[src/rtl/song_pkg.sv]
// Shared note codes, divisor table and sequencer state type for the song player.
package song_pkg;

  localparam int unsigned REST = 0;
  localparam int unsigned L6   = 1;
  localparam int unsigned L7   = 2;
  localparam int unsigned M1   = 3;
  localparam int unsigned M2   = 4;
  localparam int unsigned M3   = 5;
  localparam int unsigned M4   = 6;
  localparam int unsigned M5   = 7;
  localparam int unsigned M6   = 8;
  localparam int unsigned M7   = 9;
  localparam int unsigned H1   = 10;
  localparam int unsigned H2   = 11;
  localparam int unsigned H3   = 12;
  localparam int unsigned H4   = 13;
  localparam int unsigned H5   = 14;
  localparam int unsigned H6   = 15;
  localparam int unsigned H7   = 16;

  // Wave-generator divisors for a 2.08 MHz clock (clk / note frequency).
  localparam int unsigned DIV_L6 = 9455;
  localparam int unsigned DIV_L7 = 8423;
  localparam int unsigned DIV_M1 = 7950;
  localparam int unsigned DIV_M2 = 7083;
  localparam int unsigned DIV_M3 = 6310;
  localparam int unsigned DIV_M4 = 5956;
  localparam int unsigned DIV_M5 = 5306;
  localparam int unsigned DIV_M6 = 4727;
  localparam int unsigned DIV_M7 = 4212;
  localparam int unsigned DIV_H1 = 3975;
  localparam int unsigned DIV_H2 = 3542;
  localparam int unsigned DIV_H3 = 3155;
  localparam int unsigned DIV_H4 = 2978;
  localparam int unsigned DIV_H5 = 2653;
  localparam int unsigned DIV_H6 = 2364;
  localparam int unsigned DIV_H7 = 2106;

  typedef enum logic [1:0] {IDLE, FETCH, LOAD, PLAY} state_t;

  // Unknown codes return 0, which the caller treats as a rest.
  function automatic logic [31:0] note_divisor(input logic [31:0] code);
    case (code)
      REST:    note_divisor = '0;
      L6:      note_divisor = DIV_L6;
      L7:      note_divisor = DIV_L7;
      M1:      note_divisor = DIV_M1;
      M2:      note_divisor = DIV_M2;
      M3:      note_divisor = DIV_M3;
      M4:      note_divisor = DIV_M4;
      M5:      note_divisor = DIV_M5;
      M6:      note_divisor = DIV_M6;
      M7:      note_divisor = DIV_M7;
      H1:      note_divisor = DIV_H1;
      H2:      note_divisor = DIV_H2;
      H3:      note_divisor = DIV_H3;
      H4:      note_divisor = DIV_H4;
      H5:      note_divisor = DIV_H5;
      H6:      note_divisor = DIV_H6;
      H7:      note_divisor = DIV_H7;
      default: note_divisor = '0;
    endcase
  endfunction

endpackage

[src/rtl/song_sequencer_note_lut.sv]
// Combinational note-code to wave divisor lookup; valid is low for rests and unknown codes.
module note_lut #(
  parameter int unsigned NOTE_W = 5,
  parameter int unsigned DIV_W  = 17
) (
  input  logic [NOTE_W-1:0] code,
  output logic [DIV_W-1:0]  div,
  output logic              valid
);
  import song_pkg::*;

  always_comb begin
    div   = DIV_W'(note_divisor(32'(code)));
    valid = (div != '0);
  end

endmodule

[src/rtl/song_sequencer.sv]
// Multi-voice song player: fetches events from a sync ROM, drives per-voice divisors and gates
// at a prescaled tempo, with loop/stop control and an articulation gap at the end of each note.
module song_sequencer #(
  parameter int unsigned VOICES         = 2,
  parameter int unsigned NOTE_W         = 5,
  parameter int unsigned DIV_W          = 17,
  parameter int unsigned DUR_W          = 3,
  parameter int unsigned ADDR_W         = 7,
  parameter int unsigned TEMPO_DIV      = 65000,
  parameter int unsigned TICKS_PER_UNIT = 8,
  parameter int unsigned GAP_TICKS      = 1
) (
  input  logic                            clk,
  input  logic                            rst,
  input  logic                            start,
  input  logic                            stop,
  input  logic                            loop,
  output logic [ADDR_W-1:0]               rom_addr,
  input  logic [DUR_W+VOICES*NOTE_W-1:0]  rom_data,
  output logic [VOICES*DIV_W-1:0]         div,
  output logic [VOICES-1:0]               gate,
  output logic                            busy,
  output logic                            done
);
  import song_pkg::*;

  localparam int unsigned EVT_W = DUR_W + VOICES * NOTE_W;
  localparam int unsigned REM_W = DUR_W + $clog2(TICKS_PER_UNIT) + 1;
  localparam int unsigned PRE_W = (TEMPO_DIV > 1) ? $clog2(TEMPO_DIV) : 1;
  localparam logic [PRE_W-1:0] PRE_LAST = PRE_W'(TEMPO_DIV - 1);
  localparam logic [REM_W-1:0] GAP_R    = REM_W'(GAP_TICKS);
  localparam logic             GAP_EN   = (GAP_TICKS != 0);

  state_t                    state_q, state_d;
  logic [ADDR_W-1:0]         ptr_q, ptr_d;
  logic [REM_W-1:0]          rem_q, rem_d;
  logic [PRE_W-1:0]          pre_q;
  logic [VOICES*DIV_W-1:0]   div_q, div_d;
  logic [VOICES-1:0]         gate_q, gate_d;
  logic                      done_q, done_d;
  logic [VOICES*DIV_W-1:0]   lut_div;
  logic [VOICES-1:0]         lut_valid;
  logic [DUR_W-1:0]          dur;
  logic                      active, tick, accept, gap;

  for (genvar v = 0; v < VOICES; v++) begin : g_voice
    note_lut #(
      .NOTE_W (NOTE_W),
      .DIV_W  (DIV_W)
    ) u_lut (
      .code  (rom_data[v*NOTE_W +: NOTE_W]),
      .div   (lut_div[v*DIV_W +: DIV_W]),
      .valid (lut_valid[v])
    );
  end

  assign dur    = rom_data[EVT_W-1 -: DUR_W];
  assign active = (state_q != IDLE);
  assign tick   = active && (pre_q == PRE_LAST);
  assign accept = (state_q == IDLE) && start && !stop;
  assign gap    = GAP_EN && (rem_q <= GAP_R);

  always_ff @(posedge clk or posedge rst) begin
    if (rst) begin
      pre_q <= '0;
    end else if (accept || tick) begin
      pre_q <= '0;
    end else if (active) begin
      pre_q <= pre_q + 1'b1;
    end
  end

  always_comb begin
    state_d = state_q;
    ptr_d   = ptr_q;
    rem_d   = rem_q;
    div_d   = div_q;
    gate_d  = gate_q;
    done_d  = 1'b0;
    case (state_q)
      IDLE: begin
        if (start && !stop) begin
          state_d = FETCH;
          ptr_d   = '0;
          rem_d   = '0;
          div_d   = '0;
          gate_d  = '0;
        end
      end
      FETCH: state_d = LOAD;
      LOAD: begin
        if (dur == '0) begin
          if (loop) begin
            ptr_d   = '0;
            state_d = FETCH;
          end else begin
            state_d = IDLE;
            done_d  = 1'b1;
          end
        end else begin
          div_d   = lut_div;
          gate_d  = lut_valid;
          rem_d   = REM_W'(dur) * REM_W'(TICKS_PER_UNIT);
          state_d = PLAY;
        end
      end
      PLAY: begin
        if (tick) begin
          rem_d = rem_q - 1'b1;
          if (rem_q == REM_W'(1)) begin
            ptr_d   = ptr_q + 1'b1;
            state_d = FETCH;
          end
        end
      end
      default: state_d = IDLE;
    endcase
    if (stop && active) begin
      state_d = IDLE;
      done_d  = 1'b0;
    end
  end

  always_ff @(posedge clk or posedge rst) begin
    if (rst) begin
      state_q <= IDLE;
      ptr_q   <= '0;
      rem_q   <= '0;
      div_q   <= '0;
      gate_q  <= '0;
      done_q  <= 1'b0;
    end else begin
      state_q <= state_d;
      ptr_q   <= ptr_d;
      rem_q   <= rem_d;
      div_q   <= div_d;
      gate_q  <= gate_d;
      done_q  <= done_d;
    end
  end

  // Held note registers are masked rather than cleared so stop/end zero the outputs on the same cycle.
  assign rom_addr = ptr_q;
  assign div      = active ? div_q : '0;
  assign gate     = (active && !gap) ? gate_q : '0;
  assign busy     = active;
  assign done     = done_q;

endmodule

[config.mk]
export PLATFORM = sky130hd
export DESIGN_NAME = song_sequencer
export DESIGN_NICKNAME = d
export VERILOG_FILES = /design/src/rtl/song_pkg.sv /design/src/rtl/song_sequencer_note_lut.sv /design/src/rtl/song_sequencer.sv
export SDC_FILE = /design/constraint.sdc
export NUM_CORES = 1
export LEC_CHECK = 0
export ABC_AREA = 1
export BUFFER_PORTS_ARGS = -buffer_cell sky130_fd_sc_hd__buf_2
export CAP_MARGIN = 20
export CORE_MARGIN = 5
export CORE_UTILIZATION = 45
export DETAILED_ROUTE_END_ITERATION = 16
export HOLD_SLACK_MARGIN = 0.08
export PLACE_DENSITY = 0.65
export SLEW_MARGIN = 20
export SYNTH_ARGS = -nofsm -noshare
export SYNTH_HDL_FRONTEND = slang
export SYNTH_SLANG_ARGS = --single-unit
[constraint.sdc]
create_clock -name clk -period 3.1 [get_ports clk]
set_clock_uncertainty 0.1 [all_clocks]
set_input_delay 0.62 -clock clk [delete_from_list [all_inputs] [get_ports clk]]
set_output_delay 0.62 -clock clk [all_outputs]
set_load 0.02 [all_outputs]
Word-level counts from Yosys, hierarchy flattened
Memory sizes are Yosys's and may differ from the RTL's.
Index checks and enable logic that the tools add are counted.
- bits in registers: 69
- bits in latches: 0
- memory bits (writable): 0
- ROM bits: 896
- output and inout bits: 45
- word-level logic and storage cells: 78
- memories: 2
- memory list (name ; depth ; width ; read ports ; clocked after memory_dff ; write ports ; line ; source):
    (no name shown) ; 32 ; 14 ; 1 ; 0 ; 0 ; song_pkg.sv:44 ; case (code)
    (no name shown) ; 32 ; 14 ; 1 ; 0 ; 0 ; song_pkg.sv:44 ;
- $add $sub $neg: 3
- multiply operators: 0
- div/mod/pow operators: 0
- magnitude comparators: 1
- equal/unequal tests: 14
- shift operators: 0
- muxes and demuxes: 30
- bitwise operators: 0
- reduce and logical (&&, ||, !) cells: 21
- operators by type and width (cell ; number):
    $mux 34 ; 3
    $pmux 34 s2 ; 1
    $mux 7 ; 7
    $pmux 7 s3 ; 2
    $reduce_bool 17->1 ; 2
    $mux 16 ; 2
    $add 16x1->16 const B ; 1
    $eq 16x16->1 const B ; 1
    $mux 2 ; 8
    $ne 2x2->1 const B ; 5
    $pmux 2 s4 ; 1
    $add 7x1->7 const B ; 1
    $eq 7x1->1 const B ; 1
    $le 7x1->1 const B ; 1
    $sub 7x1->7 const B ; 1
    $logic_and 1x1->1 ; 6
    $ne 3x3->1 const B ; 2
    $reduce_and 3->1 ; 2
    $reduce_and 6->1 ; 1
    $reduce_bool 2->1 ; 3
    $mux 1 ; 5
    $eq 2x2->1 const B ; 2
    $pmux 2 s2 ; 1
    $reduce_and 4->1 ; 1
    8 further kinds ; 9

Longest topological paths before layout
Gate-level depths: netlist of run 1.
- depth in word-level cells: 5
- mapped depth: 12

By module
A second synthesis of run 1 with hierarchy kept.
- cell total of the unflattened synthesis: 728
- area, all modules: 5077.4 µm²
- by module, submodules not included (module ; instances ; cells each ; area each (µm²)):
    song_sequencer ; 1 ; 522 ; 3937.5
    note_lut at g_voice[0].u_lut ; 1 ; 103 ; 583.1
    note_lut at g_voice[1].u_lut ; 1 ; 103 ; 556.8

Least setup slack after synthesis of run 1
No wires, ideal clock.
- path type: register to output
- from: register state_q[0]
- to: output div[10]
- arrival: 1.433 ns
- required time: 2.380 ns
- path slack: 0.947 ns
- stages on the path, launching flop included: 6
- buffers on the path: 2
- path through: dfrtp_1 inv_1 ha_1 clkbuf_1 clkbuf_1 nor2_1
- word-level cells in the longest chain between the ends: 2
- ends and longest elaborated chain (what ; line ; source):
    start: declaration ; song_sequencer.sv:34 ; state_t state_q, state_d;
    start signal: assignment ; song_sequencer.sv:133 ; state_q <= state_d;
    $reduce_bool 2->1 ; song_sequencer.sv:58 ; assign active = (state_q != IDLE);
    $mux 34 ; song_sequencer.sv:144 ; assign div = active ? div_q : '0;
    end: declaration ; song_sequencer.sv:20 ; output logic [VOICES*DIV_W-1:0] div,
No other way between the ends.

Worst setup path in the final report of run 1
- from: register state_q[0]
- to: output gate[1]
- word-level cells in the longest chain between the ends: 3
- ends and longest elaborated chain (what ; line ; source):
    $reduce_bool 2->1 ; song_sequencer.sv:58 ;
    $logic_and 1x1->1 ; song_sequencer.sv:145 ; assign gate = (active && !gap) ? gate_q : '0;
    $mux 2 ; song_sequencer.sv:145 ;
    end: declaration ; song_sequencer.sv:21 ; output logic [VOICES-1:0] gate,
No other way between the ends.

==> flow_metrics.py, run 1 <==
metrics = {
    "critical_path": {
        "arrival_ns": 2.13,
        "path_cells": "inv_1 > ha_1 > inv_1 > nand3_1 > nor2_1 > buf_2",
        "cpMaxStageDelayCell": "ha_1",
        "max_stage_delay_ns": 0.54,
        "cp_top_family": "buffers and inverters",
        "cp_num_buf_inv": 3,
        "cp_max_fo": 15,
        "cp-end-kind": "output port",
        "critPathKind": "register to output port",
        "crit_top_cell": "inv_1",
        "r2r_end": "div_q[22]",
        "reg2reg_depth": 7,
        "r2r-start": "state_q[0]",
        "r2r_slack_ns": 0.51,
        "cp.required_ns": 2.38,
        "startpoint_type": "register",
    },
    "synthesis": {
        "postSynthCellCount": 607,
        "syn_area_um2": 4330,
        "syn_avg_cell_area_um2": 7.14,
        "ys_warn_count": 0,
        "ys_seq_area_share_pct": 36.4,
        "ys_types": 36,
        "synth-seq-cells": 63,
    },
    "power_and_ir_drop": {
        "power_density_nw_per_um2": 709,
        "leakagePower_nw": 2.51,
        "combinationalPowerShare_pct": 43.9,
        "p_seq_share_pct": 31.0,
        "p_int_w": 0.00198,
        "p_sw_share_pct": 42.9,
        "p_switching_w": 0.00149,
        "clockPowerShare_pct": 25.1,
        "peakVddDrop_mv": 0.443,
    },
    "detailed_routing": {
        "first_pass_iters": 5,
        "top_layer": "met4",
        "num_vias": 3987,
        "wl_met1_um": 4650,
        "via_per_inst": 5.05,
        "dr_wl_met2_um": 4750,
        "postRouteAntennaNets": 0,
        "drt-initial-drc-count": 154,
        "wirelength_um": 10000,
        "dr_wl_met3_um": 561,
        "route.detailed.drc": 0,
        "wl_per_cell_um": 12.7,
    },
    "global_routing": {
        "grt_pass1_wl_um": 16900,
        "grt_max_degree": 64,
        "grt.total_usage_pct": 17.6,
        "grt_pass1_vias": 3710,
        "gr-total-overflow": 0,
        "antenna_found_initial": 0,
    },
    "sta": {
        "report.final.slew_viol_count": 0,
        "final.setup.tns_ns": 0,
        "finalCritPeriodShare_pct": 92.0,
        "setup_viol": 0,
        "worstMarginPinSlew_ns": 0.590,
        "slew-limit-headroom_pct": 60.7,
        "timing.final.hold_violations": 0,
        "period_needed_ns": 2.85,
        "fmax_mhz": 351,
        "rsz0062_at_grt": "no",
    },
    "final_layout": {
        "most-common-layout-cells": "nand2_1, nor2_1, inv_1",
        "fin_cells": 790,
        "diodes": 0,
        "area_growth_pct": 12.8,
        "finish.utilization_pct": 52.4,
        "drive_gt1_share_pct": 16.2,
        "nNetsFinal": 697,
        "layout_commonest_cell": "nand2_1",
    },
    "floorplanning": {
        "pin_count": 63,
        "start_util_pct": 46.5,
        "rows": 35,
        "die_x_um": 108,
        "core-area_um2": 9330,
        "fp.dieH_um": 108,
        "die_area_um2": 11700,
    },
    "clocking": {
        "cts_sinks": 63,
        "cts_resized": 0,
        "numCtsBuffers": 9,
        "insertion_delay_ns": 0.34,
        "clock_path_buffers": 2,
        "cts_max_level": 3,
        "root_buffer": "clkbuf_8",
        "post_cts.repair.setup_buffers": 0,
        "cts_tree": "done",
        "cts_hold_buf": 0,
        "cts.clk_slew.worst_paths_ns": 0.07,
    },
    "hold_path": {
        "hold_path.class": "primary input to async pin",
    },
    "flow_run": {
        "cap_violations": 0,
    },
    "placed_design": {
        "placed_cells": 774,
        "dpl.hpwl_um": 7430,
        "port_buffers": 56,
        "place_congestion": 0.915,
    },
    "status": {
        "status": "complete, no violations",
    },
}
worst register-to-register path, stage by stage (launching register included):
cell     delay [ns]
dfrtp_1        0.43
inv_1          0.11
ha_1           0.54
nand2_1        0.42
nand2_2        0.42
inv_2          0.21
nand3_1        0.14
o21ai_0        0.09
stage by stage:
step / hold slack [ns] / total power (W) / instance area (um^2) / worst slack (ns)
after global routing: 0.270 / 0.00373 / 4890 / 0.119
final: 0.241 / 0.00347 / 4890 / 0.249
after detailed placement: 0.376 / 0.00261 / 4650 / 0.530
after floorplan: 0.349 / 0.00233 / 4350 / 0.810
after global placement: 0.368 / 0.00258 / 4650 / 0.667
after CTS: 0.250 / 0.00348 / 4890 / 0.244
final cells by class:
type                    instances  area [um^2]
fillers                       899         4440
clock buffers                  13          149
inverters                      88          330
well taps                     129          161
multi-input cells             435         2270
clock inverters                 3         90.1
flip-flops and latches         63         1580
repair buffers                 59          315
cells by family after synthesis:
logic type	count (synthesis)	share of synthesized area, %
flops	63	36.4
xor+xnor	10	2.02
simple gates	305	30.5
fa+ha+maj	23	6.64
other cells	1	0.0865
compound gates	91	12.5
buf+inv	114	11.8
worst max-delay path by stage:
stage	from	endpoint	slack, ns	cells after the start
after floorplan	rst	div_q[0]	0.81	1
after global placement	state_q[0]	div_q[27]	0.67	7
after detailed placement	state_q[0]	div_q[22]	0.53	7
after CTS	state_q[0]	gate[1]	0.24	6
after global routing	state_q[0]	gate[1]	0.12	6
final	state_q[0]	gate[1]	0.25	6
metal layers:
layer	vias up	track usage (%)
li1	2026	-
met1	1827	24.1
met2	128	29.0
met3	6	4.48
met4	0	2.71
met5	-	0
power groups by stage:
stage / Clock, W / Combinational (W) / Sequential (W)
after CTS: 0.000886 / 0.00153 / 0.00107
after floorplan: 0 / 0.00125 / 0.00107
after global routing: 0.000919 / 0.00172 / 0.00110
final: 0.000869 / 0.00152 / 0.00107
after global placement: 0 / 0.00150 / 0.00108
after detailed placement: 0 / 0.00152 / 0.00109
sequential cells by signal, indices dropped and copies added (netlist names):
| register | cells |
|---|---|
| done | 1 |
| rom_addr | 7 |
| state_q | 2 |
| div_q | 28 |
| gate_q | 2 |
| pre_q | 16 |
| rem_q | 7 |
cell usage after synthesis, drive strengths merged:
cell	instances	area share, %
o22ai	14	2.0
o211ai	5	0.87
inv	87	7.5
a31oi	1	0.14
buf	20	3.5
or2	6	0.87
nand3b	2	0.35
ha	23	6.6
nor3	6	0.92
nor2	88	7.9
nand4	4	0.58
and2	1	0.14
a21oi	24	3.1
o21ai	46	6.2
conb	1	0.087
clkbuf	6	0.75
dfrtp	63	36
nand3	63	7.7
nor3b	1	0.29
xor2	10	2.0
nand2	134	12
clkinv	1	0.087
o32ai	1	0.20
Note: power is estimated with default switching activity, not from simulation.
==> run 2, diff against run 1 <==
==> constraint.sdc (replaced) <==
create_clock -name clk -period 3.1 [get_ports clk]
set_clock_uncertainty 0.1 [all_clocks]
set_input_delay 0.93 -clock clk [delete_from_list [all_inputs] [get_ports clk]]
set_output_delay 0.93 -clock clk [all_outputs]
set_load 0.02 [all_outputs]
==> run 2 against run 1 <==
- fmax fell by 2.4%
- sequential share of layout area rose by 0.45 points
- total power fell by 6.9%
- register-to-register slack improved by 0.16 ns
- highest routed layer unchanged
==> flow_metrics.py, run 2 (synthesis gave the netlist of run 1 again) <==
metrics = {
    "final_layout": {
        "fill_cells": 979,
        "seqCellArea_um2": 1580,
        "largest_register": "div_q",
        "largest_registers": "div_q (28), pre_q (16)",
        "most-common-layout-cells": "nand2_1, nor2_1, inv_1",
        "drive_gt1_share_pct": 16.2,
        "finish.utilization_pct": 51.7,
        "diodes": 0,
        "nNetsFinal": 698,
        "stdcell_area_um2": 4820,
        "largest_reg_flops": 28,
        "layout_commonest_cell": "nand2_1",
        "area_growth_pct": 11.3,
        "multi_input_area_um2": 2270,
    },
    "global_routing": {
        "grt_pass1_wl_um": 17200,
        "gr-total-overflow": 0,
        "grt.total_usage_pct": 18.0,
        "grt_pass1_vias": 3820,
        "antenna_found_initial": 0,
        "grt_max_degree": 40,
    },
    "hold_path": {
        "holdPathStages": 2,
        "hp-start": "rem_q[5]",
        "hold_path.class": "register to register",
        "min_to": "rem_q[5]",
    },
    "detailed_routing": {
        "via_per_inst": 4.99,
        "drt-initial-drc-count": 180,
        "num_vias": 3938,
        "first_pass_iters": 4,
        "postRouteAntennaNets": 0,
        "wl_per_cell_um": 12.6,
        "route.detailed.drc": 0,
        "wirelength_um": 9970,
    },
    "placed_design": {
        "port_buffers": 56,
        "placed_area_um2": 4660,
        "dpl.hpwl_um": 7460,
        "place_congestion": 0.921,
    },
    "critical_path": {
        "max_stage_delay_ns": 0.43,
        "cp_num_cells": 5,
        "cp_max_fo": 23,
        "cp.required_ns": 2.07,
        "r2r-start": "state_q[1]",
        "startpoint_type": "register",
        "r2r_slack_ns": 0.67,
        "reg2reg_depth": 7,
        "r2r_end": "div_q[10]",
        "path_cells": "inv_1 > ha_1 > buf_4 > nor2_1 > buf_2",
        "arrival_ns": 1.89,
        "cp-end-kind": "output port",
        "cp_top_family": "buffers and inverters",
        "cp_num_buf_inv": 3,
        "cpMaxStageDelayCell": "ha_1",
        "critPathKind": "register to output port",
    },
    "clocking": {
        "cts_resized": 0,
        "cts_tree": "done",
        "cts.clk_slew.worst_paths_ns": 0.07,
        "cts_hold_buf": 0,
        "post_cts.repair.setup_buffers": 0,
        "clock_path_buffers": 2,
        "numCtsBuffers": 9,
        "cts_sinks": 63,
        "root_buffer": "clkbuf_8",
        "cts_max_level": 3,
        "insertion_delay_ns": 0.33,
    },
    "sta": {
        "worstMarginPinSlew_ns": 0.590,
        "rsz0062_at_grt": "no",
        "hold_slack_ns": 0.386,
        "setup_viol": 0,
        "finalCritPeriodShare_pct": 94.3,
        "fmax_mhz": 342,
        "slew-limit-headroom_pct": 60.6,
        "final.setup.tns_ns": 0,
        "timing.final.hold_violations": 0,
        "period_needed_ns": 2.92,
        "report.final.slew_viol_count": 0,
    },
    "power_and_ir_drop": {
        "p_seq_share_pct": 33.2,
        "p_sw_share_pct": 45.6,
        "peakVddDrop_mv": 0.379,
        "clockPowerShare_pct": 18.9,
        "combinationalPowerShare_pct": 47.9,
        "power_w": 0.00323,
        "leakagePower_nw": 2.48,
        "p_switching_w": 0.00147,
        "p_int_w": 0.00176,
        "power_density_nw_per_um2": 670,
    },
    "floorplanning": {
        "start_util_pct": 46.5,
        "core-area_um2": 9330,
        "fp.dieH_um": 108,
        "rows": 35,
        "die_area_um2": 11700,
        "die_x_um": 108,
        "pin_count": 63,
    },
    "flow_run": {
        "cap_violations": 0,
    },
    "status": {
        "status": "complete, no violations",
    },
}
## run 2: cell count changes in the layout (fill, tap and decap cells not counted)
cell | previous run | this run
buf_4 | 2 | 3
bufinv_16 | 3 | 0
clkbuf_1 | 3 | 2
clkbuf_8 | 10 | 11
clkinv_2 | 0 | 1
## run 2: area by class of cell
class	instances	area share (%)
multi-input cells	435	47.0
flip-flops and latches	63	32.7
inverters	88	6.85
repair buffers	60	6.69
well taps	129	3.35
clock buffers	13	3.30
clock inverters	1	0.104
## run 2: stage by stage
stage               cells  setup WS (ns)
floorplan             612          0.500
global placement      775          0.539
detailed placement    775          0.513
CTS                   789          0.154
global route          789         0.0300
finish                789          0.178
## run 2: power groups by stage
| stage | clock [W] | combinational, W | sequential, W |
|---|---|---|---|
| 2_1_floorplan | 0 | 0.00125 | 0.00107 |
| 3_3_place_gp | 0 | 0.00152 | 0.00108 |
| 3_5_place_dp | 0 | 0.00155 | 0.00108 |
| 4_1_cts | 0.000628 | 0.00156 | 0.00107 |
| 5_1_grt | 0.000668 | 0.00176 | 0.00109 |
| 6_report | 0.000610 | 0.00155 | 0.00107 |
## run 2: how the worst max path moves through the flow
stage | startpoint | to | slack, ns
6_report | state_q[1] | div[29] | 0.18
5_1_grt | state_q[1] | div[29] | 0.03
4_1_cts | state_q[1] | div[7] | 0.15
3_5_place_dp | stop | rom_addr[0] | 0.51
3_3_place_gp | state_q[0] | div[29] | 0.54
2_1_floorplan | rst | div_q[0] | 0.50
## run 2: metal layers
metal,GRT usage (%),routed length (um),vias to the layer above
met2,29.3,4690,87
met1,24.8,4810,1827
met5,0,0,-
met4,4.15,61,0
met3,3.40,416,8
li1,-,-,2016
## run 2: worst register-to-register path, delay by kind of cell (launching register included)
family | cells | cell delay [ns]
buffers and inverters | 2 | 0.33
AOI/OAI and AO/OA | 2 | 0.24
DFF | 1 | 0.41
and+or+nand+nor | 2 | 0.80
adders and majority gates | 1 | 0.43
==> run 3, diff against run 2 <==
--- a/config.mk
+++ b/config.mk
@@ -5,7 +5,7 @@
 export SDC_FILE = /design/constraint.sdc
 export NUM_CORES = 1
 export LEC_CHECK = 0
-export ABC_AREA = 1
+export ABC_AREA = 0
 export BUFFER_PORTS_ARGS = -buffer_cell sky130_fd_sc_hd__buf_2
 export CAP_MARGIN = 20
 export CORE_MARGIN = 5
==> run 3 against run 2 <==
- via count fell by 3.7%
- wire length rose by 2.4%
- combinational power fell by 34%
- cell count fell by 14%
- clock-buffer cell count fell by 3
- non-clock buffer count rose by 6
- clock power rose by 19%
- largest cell class unchanged
- sequential share of layout area fell by 0.44 points
==> flow_metrics.py, run 3 <==
metrics = {
    "final_layout": {
        "diodes": 0,
        "fill_cells": 903,
        "drive_gt1_share_pct": 17.1,
        "largest_register": "div_q",
        "layout_commonest_cell": "dfrtp_1",
        "stdcell_area_um2": 4890,
        "area_growth_pct": 14.0,
        "most-common-layout-cells": "dfrtp_1, nand2_1, buf_2",
        "nNetsFinal": 585,
        "largest_reg_flops": 28,
        "largest_registers": "div_q (28), pre_q (16)",
    },
    "hold_path": {
        "min_to": "div_q[5]",
        "holdPathStages": 2,
        "hold_path.class": "register to register",
        "hp-start": "div_q[5]",
    },
    "power_and_ir_drop": {
        "power_w": 0.00282,
        "peakVddDrop_mv": 0.357,
        "leakagePower_nw": 2.33,
        "power_density_nw_per_um2": 576,
    },
    "critical_path": {
        "critPathKind": "register to output port",
        "startpoint_type": "register",
        "cpMaxStageDelayCell": "and4b_1",
        "cp_num_buf_inv": 1,
        "r2r_slack_ns": 0.54,
        "path_cells": "nor2_1 > and4b_1 > a211oi_2 > and2_1 > buf_2",
        "cp_top_family": "simple AND/OR/NAND/NOR gates",
        "arrival_ns": 1.91,
        "reg2reg_depth": 8,
        "startpoint": "rem_q[2]",
        "cp-end-kind": "output port",
        "cp.required_ns": 2.07,
        "max_stage_delay_ns": 0.44,
        "cp_max_fo": 8,
        "r2r_end": "state_q[1]",
        "r2r-start": "state_q[0]",
    },
    "global_routing": {
        "antenna_found_initial": 0,
        "grt_pass1_vias": 3471,
        "gr-total-overflow": 0,
        "grt.total_usage_pct": 18.1,
        "grt_pass1_wl_um": 16900,
        "grt_max_degree": 34,
    },
    "clocking": {
        "clock_path_buffers": 2,
        "root_buffer": "clkbuf_8",
        "numCtsBuffers": 9,
        "cts.clk_slew.worst_paths_ns": 0.08,
        "cts_sinks": 63,
        "insertion_delay_ns": 0.34,
        "cts_tree": "done",
        "cts_max_level": 3,
    },
    "sta": {
        "slew-limit-headroom_pct": 53.6,
        "fmax_mhz": 341,
        "finalCritPeriodShare_pct": 94.7,
        "setup_viol": 0,
        "final.setup.tns_ns": 0,
        "report.final.slew_viol_count": 0,
        "period_needed_ns": 2.94,
        "layout_setup_ws_ns": 0.164,
        "timing.final.hold_violations": 0,
        "rsz0062_at_grt": "no",
        "worstMarginPinSlew_ns": 0.695,
    },
    "synthesis": {
        "synth-seq-cells": 63,
        "ys.flop_type": "dfrtp_1",
        "syn_avg_cell_area_um2": 8.65,
        "synth_top_area_share_pct": 36.8,
        "postSynthCellCount": 496,
        "ys_types": 61,
        "synth_most_common_cell": "dfrtp_1",
        "yosys.area.top_type": "dfrtp_1",
        "async_flop_share_pct": 100,
        "ys_seq_area_share_pct": 36.8,
        "syn_area_um2": 4290,
        "synth_common_cells": "dfrtp_1, nand2_1, nor2_1",
        "synth_edf_count": 0,
        "ys_warn_count": 0,
        "synth.area.top_cells": "dfrtp_1, ha_1, nand2_1, nor2b_1, a22o_1",
    },
    "detailed_routing": {
        "wl_per_cell_um": 15.1,
        "route.detailed.drc": 0,
        "drt-initial-drc-count": 173,
        "wirelength_um": 10200,
        "postRouteAntennaNets": 0,
        "via_per_inst": 5.60,
        "num_vias": 3794,
        "first_pass_iters": 5,
    },
    "placed_design": {
        "dp_slack_ns": 0.241,
        "placed_area_um2": 4690,
        "dpl.hpwl_um": 7420,
        "port_buffers": 56,
        "place_congestion": 0.869,
    },
    "floorplanning": {
        "start_util_pct": 46.2,
        "die_x_um": 108,
        "pin_count": 63,
        "die_area_um2": 11600,
        "rows": 35,
        "fp.dieH_um": 108,
        "core-area_um2": 9280,
    },
    "status": {
        "status": "complete, no violations",
    },
    "flow_run": {
        "cap_violations": 0,
    },
}
## run 3: cell count changes after synthesis, sizes merged, moves of 11 or more
| cell | delta |
|---|---|
| nand2 | -74 |
| inv | -68 |
| nor2 | -49 |
| nand3 | -43 |
| nor2b | +30 |
| a22o | +21 |
| clkbuf | +20 |
| o21ai | -20 |
| buf | -12 |
| mux2i | +11 |
## run 3: cells by family after synthesis
kind of cell,count (synthesis),share of synthesized area [%]
buf+inv,53,5.19
other cells,1,0.0874
fa+ha+maj,23,6.71
compound gates,125,20.9
xor+xnor,10,2.04
flops,63,36.8
simple gates,208,25.0
mux,13,3.35
## run 3: area by class of cell
type | count | area, um^2 | area share [%]
Tap cell | 129 | 161 | 3.30
Clock inverter | 6 | 60.1 | 1.23
Timing Repair Buffer | 66 | 368 | 7.52
Clock buffer | 10 | 138 | 2.82
Sequential cell | 63 | 1580 | 32.2
Inverter | 19 | 71.3 | 1.46
Multi-Input combinational cell | 385 | 2510 | 51.4
## run 3: layer usage
metal  routed length (um)  track usage, %  vias up
met5                    0               0        -
met4                  114            5.77        0
met3                  388            2.94       10
met2                 4870            28.9       83
met1                 4840            25.0     1825
li1                     -               -     1876
## run 3: what timing repair did
action	4_1_cts	5_1_grt
setup endpoints to repair	0	2
setup buffers	0	0
hold buffers	0	0
hold endpoints to repair	0	0
gates resized for setup	0	1
## run 3: worst max-delay path by stage
| stage | to | depth (start not counted) |
|---|---|---|
| floorplan | gate[0] | 6 |
| global placement | rom_addr[3] | 5 |
| detailed placement | rom_addr[3] | 5 |
| CTS | gate[0] | 6 |
| global route | gate[0] | 6 |
| finish | gate[0] | 5 |
## run 3: where the power goes
part           total, W  switching (W)  leakage [nW]  internal [W]
Clock          0.000724       0.000335        0.0981      0.000389
Sequential      0.00107       0.000116         0.867      0.000953
Combinational   0.00102       0.000649          1.36      0.000374
## run 3: worst reg2reg max path, cell delays in order, from the launching register on
cell	delay (ns)
dfrtp_1	0.44
inv_1	0.09
ha_1	0.24
buf_4	0.21
nand4b_1	0.31
nor4_4	0.50
a21o_1	0.22
o21ai_0	0.11
a32o_1	0.22
## run 3: metrics by stage
step	cells	hold WS, ns	util (%)
3_3_place_gp	662	0.357	50.5
3_5_place_dp	662	0.363	50.5
2_1_floorplan	501	0.338	-
5_1_grt	678	0.406	52.7
6_report	678	0.381	52.7
4_1_cts	678	0.385	52.6
